File: src/rtl/fp_calc_ctrl.sv
// ============================================================================
//  Module   : fp_calc_ctrl (with fp_add_sub, fp_div)
//  Brief    : Request/response front-end dispatching binary64 add/sub/div.
//  Revision : 1.0 - initial release
// ============================================================================
`default_nettype none

// Combinational binary64 add/sub: normal and zero operands, truncating.
module fp_add_sub (
    input  logic [63:0] fp_a_in,
    input  logic [63:0] fp_b_in,
    input  logic        is_sub,
    output logic [63:0] fp_res_out
);
    logic [63:0] big_op, sml_op;
    logic        sign_b, swap, eff_sub;
    logic [10:0] e_big, e_sml, shamt;
    logic [56:0] m_big, m_sml, m_sum, m_norm;
    logic [5:0]  lz;
    logic [12:0] e_res;

    always_comb begin
        sign_b  = fp_b_in[63] ^ is_sub;
        swap    = fp_b_in[62:0] > fp_a_in[62:0];
        big_op  = swap ? {sign_b, fp_b_in[62:0]} : fp_a_in;
        sml_op  = swap ? fp_a_in : {sign_b, fp_b_in[62:0]};
        e_big   = big_op[62:52];
        e_sml   = sml_op[62:52];
        m_big   = {1'b0, |e_big, big_op[51:0], 3'b000};
        m_sml   = {1'b0, |e_sml, sml_op[51:0], 3'b000};
        shamt   = e_big - e_sml;
        m_sml   = (shamt > 11'd56) ? '0 : (m_sml >> shamt);
        eff_sub = big_op[63] ^ sml_op[63];
        m_sum   = eff_sub ? (m_big - m_sml) : (m_big + m_sml);
        lz      = '0;
        for (int i = 0; i <= 55; i++) begin
            if (m_sum[i]) lz = 6'(55 - i);
        end
        if (m_sum[56]) begin
            m_norm = m_sum >> 1;
            e_res  = {2'b00, e_big} + 13'd1;
        end else begin
            m_norm = m_sum << lz;
            e_res  = {2'b00, e_big} - {7'd0, lz};
        end
        // Exponent below 1 flushes to zero, above 2046 saturates to infinity.
        if (m_sum == '0)
            fp_res_out = 64'd0;
        else if (e_res[12] || e_res == 13'd0)
            fp_res_out = {big_op[63], 63'd0};
        else if (e_res >= 13'd2047)
            fp_res_out = {big_op[63], 11'h7FF, 52'd0};
        else
            fp_res_out = {big_op[63], e_res[10:0], m_norm[54:3]};
    end
endmodule

// Multi-cycle binary64 divider: restoring mantissa division, one bit per cycle.
module fp_div (
    input  logic        clk,
    input  logic        rst_n,
    input  logic        start,
    input  logic [63:0] fp_a_in,
    input  logic [63:0] fp_b_in,
    output logic [63:0] fp_res_out,
    output logic        done
);
    logic [53:0] rem_q, rem_d, rem_sub, div_m;
    logic [54:0] quo_q, quo_d;
    logic [5:0]  cnt_q, cnt_d;
    logic        busy_q, busy_d, done_q, done_d;
    logic [12:0] exp_w;
    logic [51:0] frac_w;
    logic        sign_w;

    assign div_m = {1'b0, |fp_b_in[62:52], fp_b_in[51:0]};
    assign done  = done_q;

    always_ff @(posedge clk) begin
        if (!rst_n) begin
            rem_q  <= '0;
            quo_q  <= '0;
            cnt_q  <= '0;
            busy_q <= 1'b0;
            done_q <= 1'b0;
        end else begin
            rem_q  <= rem_d;
            quo_q  <= quo_d;
            cnt_q  <= cnt_d;
            busy_q <= busy_d;
            done_q <= done_d;
        end
    end

    always_comb begin
        rem_d   = rem_q;
        quo_d   = quo_q;
        cnt_d   = cnt_q;
        busy_d  = busy_q;
        done_d  = 1'b0;
        rem_sub = rem_q - div_m;
        if (start) begin
            rem_d  = {1'b0, |fp_a_in[62:52], fp_a_in[51:0]};
            quo_d  = '0;
            cnt_d  = '0;
            busy_d = 1'b1;
        end else if (busy_q) begin
            if (rem_q >= div_m) begin
                quo_d = {quo_q[53:0], 1'b1};
                rem_d = {rem_sub[52:0], 1'b0};
            end else begin
                quo_d = {quo_q[53:0], 1'b0};
                rem_d = {rem_q[52:0], 1'b0};
            end
            cnt_d = cnt_q + 6'd1;
            if (cnt_q == 6'd54) begin
                busy_d = 1'b0;
                done_d = 1'b1;
            end
        end
    end

    // quo_q[54] is the integer bit; the quotient lies in (0.5, 2).
    always_comb begin
        sign_w = fp_a_in[63] ^ fp_b_in[63];
        if (quo_q[54]) begin
            exp_w  = {2'b00, fp_a_in[62:52]} - {2'b00, fp_b_in[62:52]} + 13'd1023;
            frac_w = quo_q[53:2];
        end else begin
            exp_w  = {2'b00, fp_a_in[62:52]} - {2'b00, fp_b_in[62:52]} + 13'd1022;
            frac_w = quo_q[52:1];
        end
        if (fp_a_in[62:52] == 11'd0)
            fp_res_out = {sign_w, 63'd0};
        else if (fp_b_in[62:52] == 11'd0 || (!exp_w[12] && exp_w >= 13'd2047))
            fp_res_out = {sign_w, 11'h7FF, 52'd0};
        else if (exp_w[12] || exp_w == 13'd0)
            fp_res_out = {sign_w, 63'd0};
        else
            fp_res_out = {sign_w, exp_w[10:0], frac_w};
    end
endmodule

module fp_calc_ctrl #(
    parameter int DIV_TIMEOUT = 255
) (
    input  logic        clk,
    input  logic        rst_n,
    input  logic        req_valid,
    output logic        req_ready,
    input  logic [1:0]  req_op,
    input  logic [63:0] req_a,
    input  logic [63:0] req_b,
    output logic        rsp_valid,
    input  logic        rsp_ready,
    output logic [63:0] rsp_data,
    output logic        rsp_err
);
    localparam logic [2:0]  c_idle      = 3'd0;
    localparam logic [2:0]  c_add       = 3'd1;
    localparam logic [2:0]  c_div_start = 3'd2;
    localparam logic [2:0]  c_div_wait  = 3'd3;
    localparam logic [2:0]  c_resp      = 3'd4;
    localparam logic [63:0] c_qnan      = 64'h7FF8000000000000;
    localparam logic [15:0] c_cnt_last  = 16'(DIV_TIMEOUT - 1);

    logic [2:0]  state_q, state_d;
    logic [1:0]  op_q, op_d;
    logic [63:0] a_q, a_d, b_q, b_d, rsp_data_q, rsp_data_d;
    logic        rsp_err_q, rsp_err_d;
    logic [15:0] cnt_q, cnt_d;
    logic        is_sub, div_start, div_done;
    logic [63:0] add_res, div_res;

    assign is_sub   = (op_q == 2'b01);
    assign rsp_data = rsp_data_q;
    assign rsp_err  = rsp_err_q;

    fp_add_sub u_add (
        .fp_a_in    (a_q),
        .fp_b_in    (b_q),
        .is_sub     (is_sub),
        .fp_res_out (add_res)
    );

    fp_div u_div (
        .clk        (clk),
        .rst_n      (rst_n),
        .start      (div_start),
        .fp_a_in    (a_q),
        .fp_b_in    (b_q),
        .fp_res_out (div_res),
        .done       (div_done)
    );

    always_ff @(posedge clk) begin
        if (!rst_n) begin
            state_q    <= c_idle;
            op_q       <= '0;
            a_q        <= '0;
            b_q        <= '0;
            rsp_data_q <= '0;
            rsp_err_q  <= 1'b0;
            cnt_q      <= '0;
        end else begin
            state_q    <= state_d;
            op_q       <= op_d;
            a_q        <= a_d;
            b_q        <= b_d;
            rsp_data_q <= rsp_data_d;
            rsp_err_q  <= rsp_err_d;
            cnt_q      <= cnt_d;
        end
    end

    always_comb begin
        state_d    = state_q;
        op_d       = op_q;
        a_d        = a_q;
        b_d        = b_q;
        rsp_data_d = rsp_data_q;
        rsp_err_d  = rsp_err_q;
        cnt_d      = cnt_q;
        case (state_q)
            c_idle: begin
                if (req_valid && req_ready) begin
                    op_d = req_op;
                    a_d  = req_a;
                    b_d  = req_b;
                    case (req_op)
                        2'b00, 2'b01: state_d = c_add;
                        2'b10:        state_d = c_div_start;
                        default: begin
                            rsp_data_d = c_qnan;
                            rsp_err_d  = 1'b1;
                            state_d    = c_resp;
                        end
                    endcase
                end
            end
            c_add: begin
                rsp_data_d = add_res;
                rsp_err_d  = 1'b0;
                state_d    = c_resp;
            end
            c_div_start: begin
                cnt_d   = '0;
                state_d = c_div_wait;
            end
            c_div_wait: begin
                cnt_d = cnt_q + 16'd1;
                // A completion in the timeout cycle still delivers the quotient.
                if (div_done) begin
                    rsp_data_d = div_res;
                    rsp_err_d  = 1'b0;
                    state_d    = c_resp;
                end else if (cnt_q == c_cnt_last) begin
                    rsp_data_d = c_qnan;
                    rsp_err_d  = 1'b1;
                    state_d    = c_resp;
                end
            end
            c_resp: begin
                if (rsp_ready) state_d = c_idle;
            end
            default: state_d = c_idle;
        endcase
    end

    always_comb begin
        req_ready = (state_q == c_idle);
        rsp_valid = (state_q == c_resp);
        div_start = (state_q == c_div_start);
    end
endmodule

`default_nettype wire
File: config.mk
export PLATFORM = sky130hd
export DESIGN_NAME = fp_calc_ctrl
export DESIGN_NICKNAME = d
export VERILOG_FILES = /design/src/rtl/fp_calc_ctrl.sv
export SDC_FILE = /design/constraint.sdc
export NUM_CORES = 2
export LEC_CHECK = 0
export ABC_AREA = 0
export CORE_MARGIN = 2
export CORE_UTILIZATION = 57
export CTS_CLUSTER_SIZE = 25
export DETAILED_ROUTE_END_ITERATION = 8
export PLACE_DENSITY = 0.88
export SYNTH_ARGS = -nofsm -noshare
export SYNTH_HDL_FRONTEND = slang
export SYNTH_SLANG_ARGS = --single-unit
export TNS_END_PERCENT = 100
File: constraint.sdc
create_clock -name clk -period 14.73 [get_ports clk]
set_input_delay 2.2095 -clock clk [delete_from_list [all_inputs] [get_ports clk]]
set_output_delay 2.2095 -clock clk [all_outputs]
set_load 0.005 [all_outputs]
Yosys cells after proc, flatten, opt, wreduce, memory -nomap -nowiden --
Index checks and enable logic that the tools add are counted. Widths: inputs -> output; s select.
Cells by class: muxes and demuxes 95, multiply operators 0, equal/unequal tests 13, add/subtract/negate cells 11, bitwise gates (word level) 5, divide/modulo/power cells 0, reduce and logical (&&, ||, !) cells 27, $lt $le $gt $ge 5, shift-type cells 2
Operators with widths (count):
- $mux 64 | 7
- $mux 6 | 56
- $mux 63 | 5
- $pmux 64 s3 | 1
- $mux 57 | 2
- $mux 53 | 2
- $gt 63x63->1 | 1
- $add 56x57->57 | 1
- $logic_not 57->1 | 1
- $shl 57x6->55 | 1
- $shr 56x11->57 | 1
- $sub 56x57->57 | 1
- $mux 55 | 1
- $ge 54x53->1 | 1
- $mux 54 | 1
- $sub 53x53->53 | 1
- $mux 52 | 1
- $reduce_or 11->1 | 4
- $pmux 16 s2 | 1
- $add 13x10->13 const B | 2
- $ge 13x11->1 const B | 2
- $logic_not 13->1 | 2
- $mux 13 | 2
- $logic_not 11->1 | 2
- other kinds (36) | 59
Storage, ports and cells: bits in read-only memories 0, bits in writable memories 0, input port bits 134, memories 0, bits in latches 0, register bits after elaboration 331

Longest topological paths before layout --
depth after elaboration 71, mapped depth 79, mapped depth without buffers 71

By module --
From an unflattened synthesis, not the netlist that was laid out.
Second synthesis, totals: cell total of the unflattened synthesis 5518, area total of the unflattened synthesis 38901.1 um2
Modules (own cells, without submodules):
- fp_add_sub | cells each 3112, area an instance 20229.4 um2, sequential area each 0.0 um2, instances 1
- fp_div | cells each 1396, area an instance 10486.3 um2, sequential area each 2342.2 um2, instances 1
- fp_calc_ctrl | cells each 1010, area an instance 8185.4 um2, sequential area each 4284.1 um2, instances 1

Least setup slack after synthesis --
No wires, ideal clock.
path type register -> register, from reg a_q[54], to reg rsp_data_q[21], in the netlist rsp_data[21], setup slack 0.492 ns, buffers on the path 10, stages on the path, launching flop included 73, data required time 14.672 ns, setup time 0.058 ns, arrival time 14.181 ns, cell sequence dfxtp_1 -> inv_1 -> ha_1 -> buf_2 -> a21o_1 -> a221oi_2 -> o211ai_1 -> nand4b_1 -> nor3_2 -> or4_4 -> and2_1 -> ha_1 -> nor2_1 -> and4_1 -> nor4_2 -> buf_6 -> buf_6 -> clkbuf_1 -> [... 37 more ...] -> inv_1 -> fa_1 -> a21o_1 -> a21oi_1 -> o21bai_1 -> a21oi_1 -> nand3_1 -> a21oi_1 -> or3_1 -> and2_1 -> nor3b_1 -> a31oi_1 -> nor2b_1 -> clkbuf_1 -> nand2_2 -> o221ai_1 -> o221a_2 -> o21a_1
On the way: word-level cells in the longest chain between the ends 70
Ends and longest elaborated chain:
- start, declared | RTL line 169 | logic [63:0] a_q, a_d, b_q, b_d, rsp_data_q, rsp_data_d;
- start signal, assigned | RTL line 200 | a_q <= '0;
- start signal, assigned | RTL line 208 | a_q <= a_d;
- $gt 63x63->1 | RTL line 24 | swap = fp_b_in[62:0] > fp_a_in[62:0];
- $mux 64 (on tied branches) | RTL line 25, 26
- $sub 11x11->11 / $reduce_or 11->1 (equally long branches) | RTL line 31, 30
- $shr 56x11->57 / $gt 11x6->1 (equally long branches) | RTL line 32 | m_sml = (shamt > 11'd56) ? '0 : (m_sml >> shamt);
- $mux 57 | RTL line 32
- $add 56x57->57 / $sub 56x57->57 (equally long branches) | RTL line 34 | m_sum = eff_sub ? (m_big - m_sml) : (m_big + m_sml);
- $mux 57 | RTL line 34
- $mux 6 (56 in a row) | RTL line 37 | if (m_sum[i]) lz = 6'(55 - i);
- $sub 11x6->12 | RTL line 44 | e_res = {2'b00, e_big} - {7'd0, lz};
- $mux 13 | RTL line 39 | if (m_sum[56]) begin
- $ge 13x11->1 / $logic_not 13->1 (equally long branches) | RTL line 51, 49
- $mux 63 / $logic_or 1x1->1 (equally long branches) | RTL line 51, 49
- $mux 63 | RTL line 49 | else if (e_res[12] || e_res == 13'd0)
- $mux 64 | RTL line 47 | if (m_sum == '0)
- $pmux 64 s3 (*) | RTL line 224 | case (state_q)
- end signal, assigned | RTL line 210 | rsp_data_q <= rsp_data_d;
- end, declared | RTL line 169
Mark *: on every way between the ends. The rest lies on a longest branch, timed or not. A chain may end at the register's enable or synchronous reset.

Worst setup path in the final report --
from reg a_q[37], to reg rsp_data_q[28], in the netlist rsp_data[28]
On the way: word-level cells in the longest chain between the ends 70
Ends and longest elaborated chain (RTL line):
- $gt 63x63->1 | 24
- $mux 64 (on tied branches) | 25, 26
- $sub 11x11->11 / $reduce_or 11->1 (equally long branches) | 31, 30
- $shr 56x11->57 / $gt 11x6->1 (equally long branches) | 32
- $mux 57 | 32
- $add 56x57->57 / $sub 56x57->57 (equally long branches) | 34
- $mux 57 | 34
- $mux 6 (56 in a row) | 37
- $sub 11x6->12 | 44
- $mux 13 | 39
- $ge 13x11->1 / $logic_not 13->1 (equally long branches) | 51, 49
- $mux 63 / $logic_or 1x1->1 (equally long branches) | 51, 49
- $mux 63 | 49
- $mux 64 (*) | 47
- $pmux 64 s3 (*) | 224
Marked as above.

==> flow_summary_export.csv <==
group,metric,value,unit
yosys,ys_warn_count,0,
die,die_h,262,um
timing,totalNegativeSetupSlack,0,ps
power_and_ir_drop,leakage,17.3,nW
cells_and_area,instances_no_fill,6336,
power_and_ir_drop,peakVddDrop,0.257,mV
yosys,async_flop_share,0,
critical_path,cp-start-kind,"flip-flop",
die,die_area,68600,um^2
cells_and_area,layout-drive-gt1-share,0.106,
cts,htreeDepth,2,
job,cap_violations,0,
cts,cts_made_buffers,39,
power_and_ir_drop,powerDensity,243,nW/um^2
power_and_ir_drop,p_clk_frac,0.096,
critical_path,critPathKind,"flip-flop to flip-flop",
global_route,grt_max_degree,133,
routing,detail-route-antenna-nets,0,
die,dieWidth,262,um
critical_path,end_kind,"flip-flop",
cells_and_area,areaGrowthSynthToFinish,13.5,%
critical_path,worst_ep_arrival_time,14650,ps
cts,clk_pin_slew,70,ps
routing,first_pass_iters,9,
critical_path,endpoint,"rsp_data[28]",
timing,fmax,70.7,MHz
cells_and_area,fill_cells,5764,
timing,worst_pin_slew,1400,ps
critical_path,cpMaxStageDelayCell,"or4_4",
timing,slew_viol_final,0,
critical_path,r2r_start,"a_q[37]",
power_and_ir_drop,power.switching,6.09,mW
routing,viasPerCell,6.91,
yosys,ys_types,130,
yosys,synth.avg_cell_area,7.11,um^2
outcome,status,"finished clean",
critical_path,r2r_end,"rsp_data[28]",
global_route,grt_usage,0.467,
global_route,grt_pass1_vias,39900,
routing,drc,0,
hold_path,worstHoldStart,"rsp_data[61]",
power_and_ir_drop,internal_power,4.35,mW
cts,clk_latency,600,ps
yosys,synth_edf_count,0,
cts,cts_root_buffer,"clkbuf_16",
power_and_ir_drop,swShare,0.584,
cells_and_area,final_nets,5827,
critical_path,cp.required,15230,ps
cts,clockBufferDepth,3,
global_route,grt-ovfl-total,0,
yosys,synth_nets,5718,
critical_path,crit_path_start,"a_q[37]",
routing,drt_iter0_drc,6015,
placed_design,port-buffer-count,200,
die,ios,201,
timing,slew_headroom,0.0597,
critical_path,worst_path_largest_cell_delay,520,ps
global_route,grt_pass1_wl,246000,um
cts,cts_tree,"built",
die,start_util,0.577,
routing,vias,43800,
yosys,ys_seq_area_frac,0.175,
placed_design,place.gp.congestion,1.08,
cts,ctsHoldBuffers,0,
yosys,ys_seq_elements,331,
power_and_ir_drop,finalPower,10.4,mW
yosys,synth_area,37900,um^2
critical_path,reg2regPathDepth,72,
placed_design,dp_cells,6246,
hold_path,worstHoldPathType,"flip-flop to flip-flop",
timing,skew,34.8,ps
timing,hold_viol_final,0,
timing,setup_viol_count_final,0,
die,rows,94,
global_route,grt_antenna_before_repair,4,
critical_path,timing.reg2reg.setup_slack,590,ps
power_and_ir_drop,seq_power_share,0.103,
timing,layout_min_cycle_time,14140,ps
routing,drt-total-wl,166000,um
routing,post_drt_wl_per_cell,26.2,um
critical_path,critical_path.most_common_cell,"a21oi_1",
cells_and_area,utilization,0.654,
die,core,65700,um^2
yosys,synth_flop_cell,"dfxtp_1",
timing,post-route-period-util,0.960,
power_and_ir_drop,combPwrFrac,0.801,
cts,clock-sinks,331,
placed_design,dp_hpwl,128000,um
critical_path,cp_max_fo,15,
yosys,syn_inst,5330,
==> logic make-up after synthesis <==
| kind of cell | synth area share |
|---|---|
| and+or+nand+nor | 0.238 |
| AOI/OAI and AO/OA | 0.297 |
| buffers and inverters | 0.0703 |
| muxes | 0.109 |
| DFF | 0.175 |
| adders and majority gates | 0.0846 |
| xor gates and xnor gates | 0.0270 |
==> what timing repair did <==
action                                  4_1_cts  5_1_grt
hold endpoints to repair                      0        0
gates cloned                                  0        1
resized for setup                             5       82
endpoints found under the setup margin       36       63
pin swaps                                     1       22
buffers inserted                              0       15
==> sequential cells by signal, indices dropped and copies added, names as in the netlist <==
| register | cells |
|---|---|
| a_q | 64 |
| b_q | 64 |
| rsp_data | 64 |
| u_div.quo_q | 55 |
| u_div.rem_q | 54 |
| cnt_q | 16 |
| u_div.cnt_q | 6 |
| state_q | 3 |
| op_q | 2 |
| rsp_err | 1 |
| u_div.busy_q | 1 |
| u_div.done | 1 |
==> critical path, delay by kind of cell (launching register included) <==
family                     cells  cell delay, ps
AOI/OAI and AO/OA             34            6840
and+or+nand+nor               22            3910
buffers and inverters         11            1600
adders and majority gates      4            1120
DFF                            1             380
xor gates and xnor gates       1             110
==> cell type report <==
| type | instances | area (um^2) | share of cell area |
|---|---|---|---|
| Clock inverter | 16 | 184 | 0.00428 |
| Clock buffer | 55 | 1120 | 0.0259 |
| Multi-Input combinational cell | 4322 | 29100 | 0.676 |
| Antenna cell | 3 | 7.51 | 0.000175 |
| Timing Repair Buffer | 421 | 3700 | 0.0860 |
| Sequential cell | 331 | 6640 | 0.154 |
| Inverter | 324 | 1220 | 0.0283 |
| Tap cell | 864 | 1080 | 0.0251 |
==> power groups by stage <==
stage               sequential, mW  combinational [mW]  clock (mW)
detailed placement            1.08                7.77           0
CTS                           1.07                7.82       0.998
finish                        1.07                8.37        1.00
global route                  1.08                8.70        1.03
global placement              1.08                7.80           0
floorplan                     1.05                5.14           0
==> cells in the mapped netlist (all sizes together) (14+ instances only) <==
cell type  number  share of area
nand2         771          0.076
nor2          424          0.043
o21ai         423          0.056
a21oi         353          0.047
dfxtp         331           0.17
inv           323          0.032
clkbuf        261          0.026
ha            250          0.083
mux2i         244          0.064
nand3         172          0.023
a21boi        170          0.034
nor3          159          0.021
o211ai        100          0.020
buf            92          0.012
xnor2          69          0.016
a211oi         65          0.014
a21o           61          0.012
nand4          61          0.011
mux2           52          0.015
or3            51         0.0085
and3           49         0.0081
mux4           49          0.029
xor2           47          0.011
nor2b          46         0.0076
nor4           46         0.0091
a31oi          44         0.0076
o221ai         42         0.0099
nand2b         41         0.0068
and2           38         0.0063
o31ai          33         0.0079
o21bai         32         0.0063
or2            32         0.0053
o21a           31         0.0061
o22ai          30         0.0057
o2111ai        23         0.0056
o311ai         22         0.0053
o211a          21         0.0055
a221oi         20         0.0054
a211o          18         0.0044
o22a           18         0.0042
a22oi          15         0.0031
nor3b          15         0.0034
a2111oi        14         0.0039
==> cells in the final DEF (no fill, tap or decap), types with 45 or more instances in the layout <==
master           synthesis  routed
dfxtp_1                331     321
nor2b_1                 46      45
clkdlybuf4s50_1          0     199
mux2i_1                244     243
a21o_1                  61      61
a21boi_0               167     166
nand4_1                 58      58
nand3_1                172     170
inv_1                  318     316
o211ai_1                98      98
or3_1                   50      50
nand2_1                769     767
mux2_2                  51      51
nor2_1                 421     414
xor2_1                  46      45
mux4_2                  49      49
nor3_1                 157     151
ha_1                   250     248
buf_4                    9     214
a21oi_1                350     344
and3_1                  49      48
xnor2_1                 69      66
o21ai_0                399     394
a211oi_1                61      58
==> stage by stage <==
stage | setup WS, ps | area [um^2] | hold WS [ps]
after floorplan | 492 | 37900 | 439
after global placement | -36.0 | 41200 | 452
after detailed placement | -319 | 41200 | 460
after CTS | 32.1 | 42500 | 465
after global routing | -109 | 43000 | 512
final | 585 | 43000 | 464
==> worst min path at each step <==
| stage | end | slack (ps) | cells past startpoint |
|---|---|---|---|
| floorplan | op_q[0] | 440 | 2 |
| global placement | op_q[0] | 450 | 2 |
| detailed placement | rsp_data[61] | 460 | 2 |
| CTS | rsp_data[61] | 470 | 2 |
| global route | rsp_data[61] | 510 | 2 |
| finish | rsp_data[61] | 460 | 2 |
==> layer usage <==
layer  wire, um  part of all wire  vias to the layer above  global-route usage
met3      20100              0.12                      690               0.134
met4      12300             0.074                        6               0.279
met1      63500              0.38                    20700               0.584
met5         46           0.00028                        -                   0
met2      70500              0.42                     2813               0.714
li1           -                 -                    19600                   -
Power figures use the tool's default switching activity.
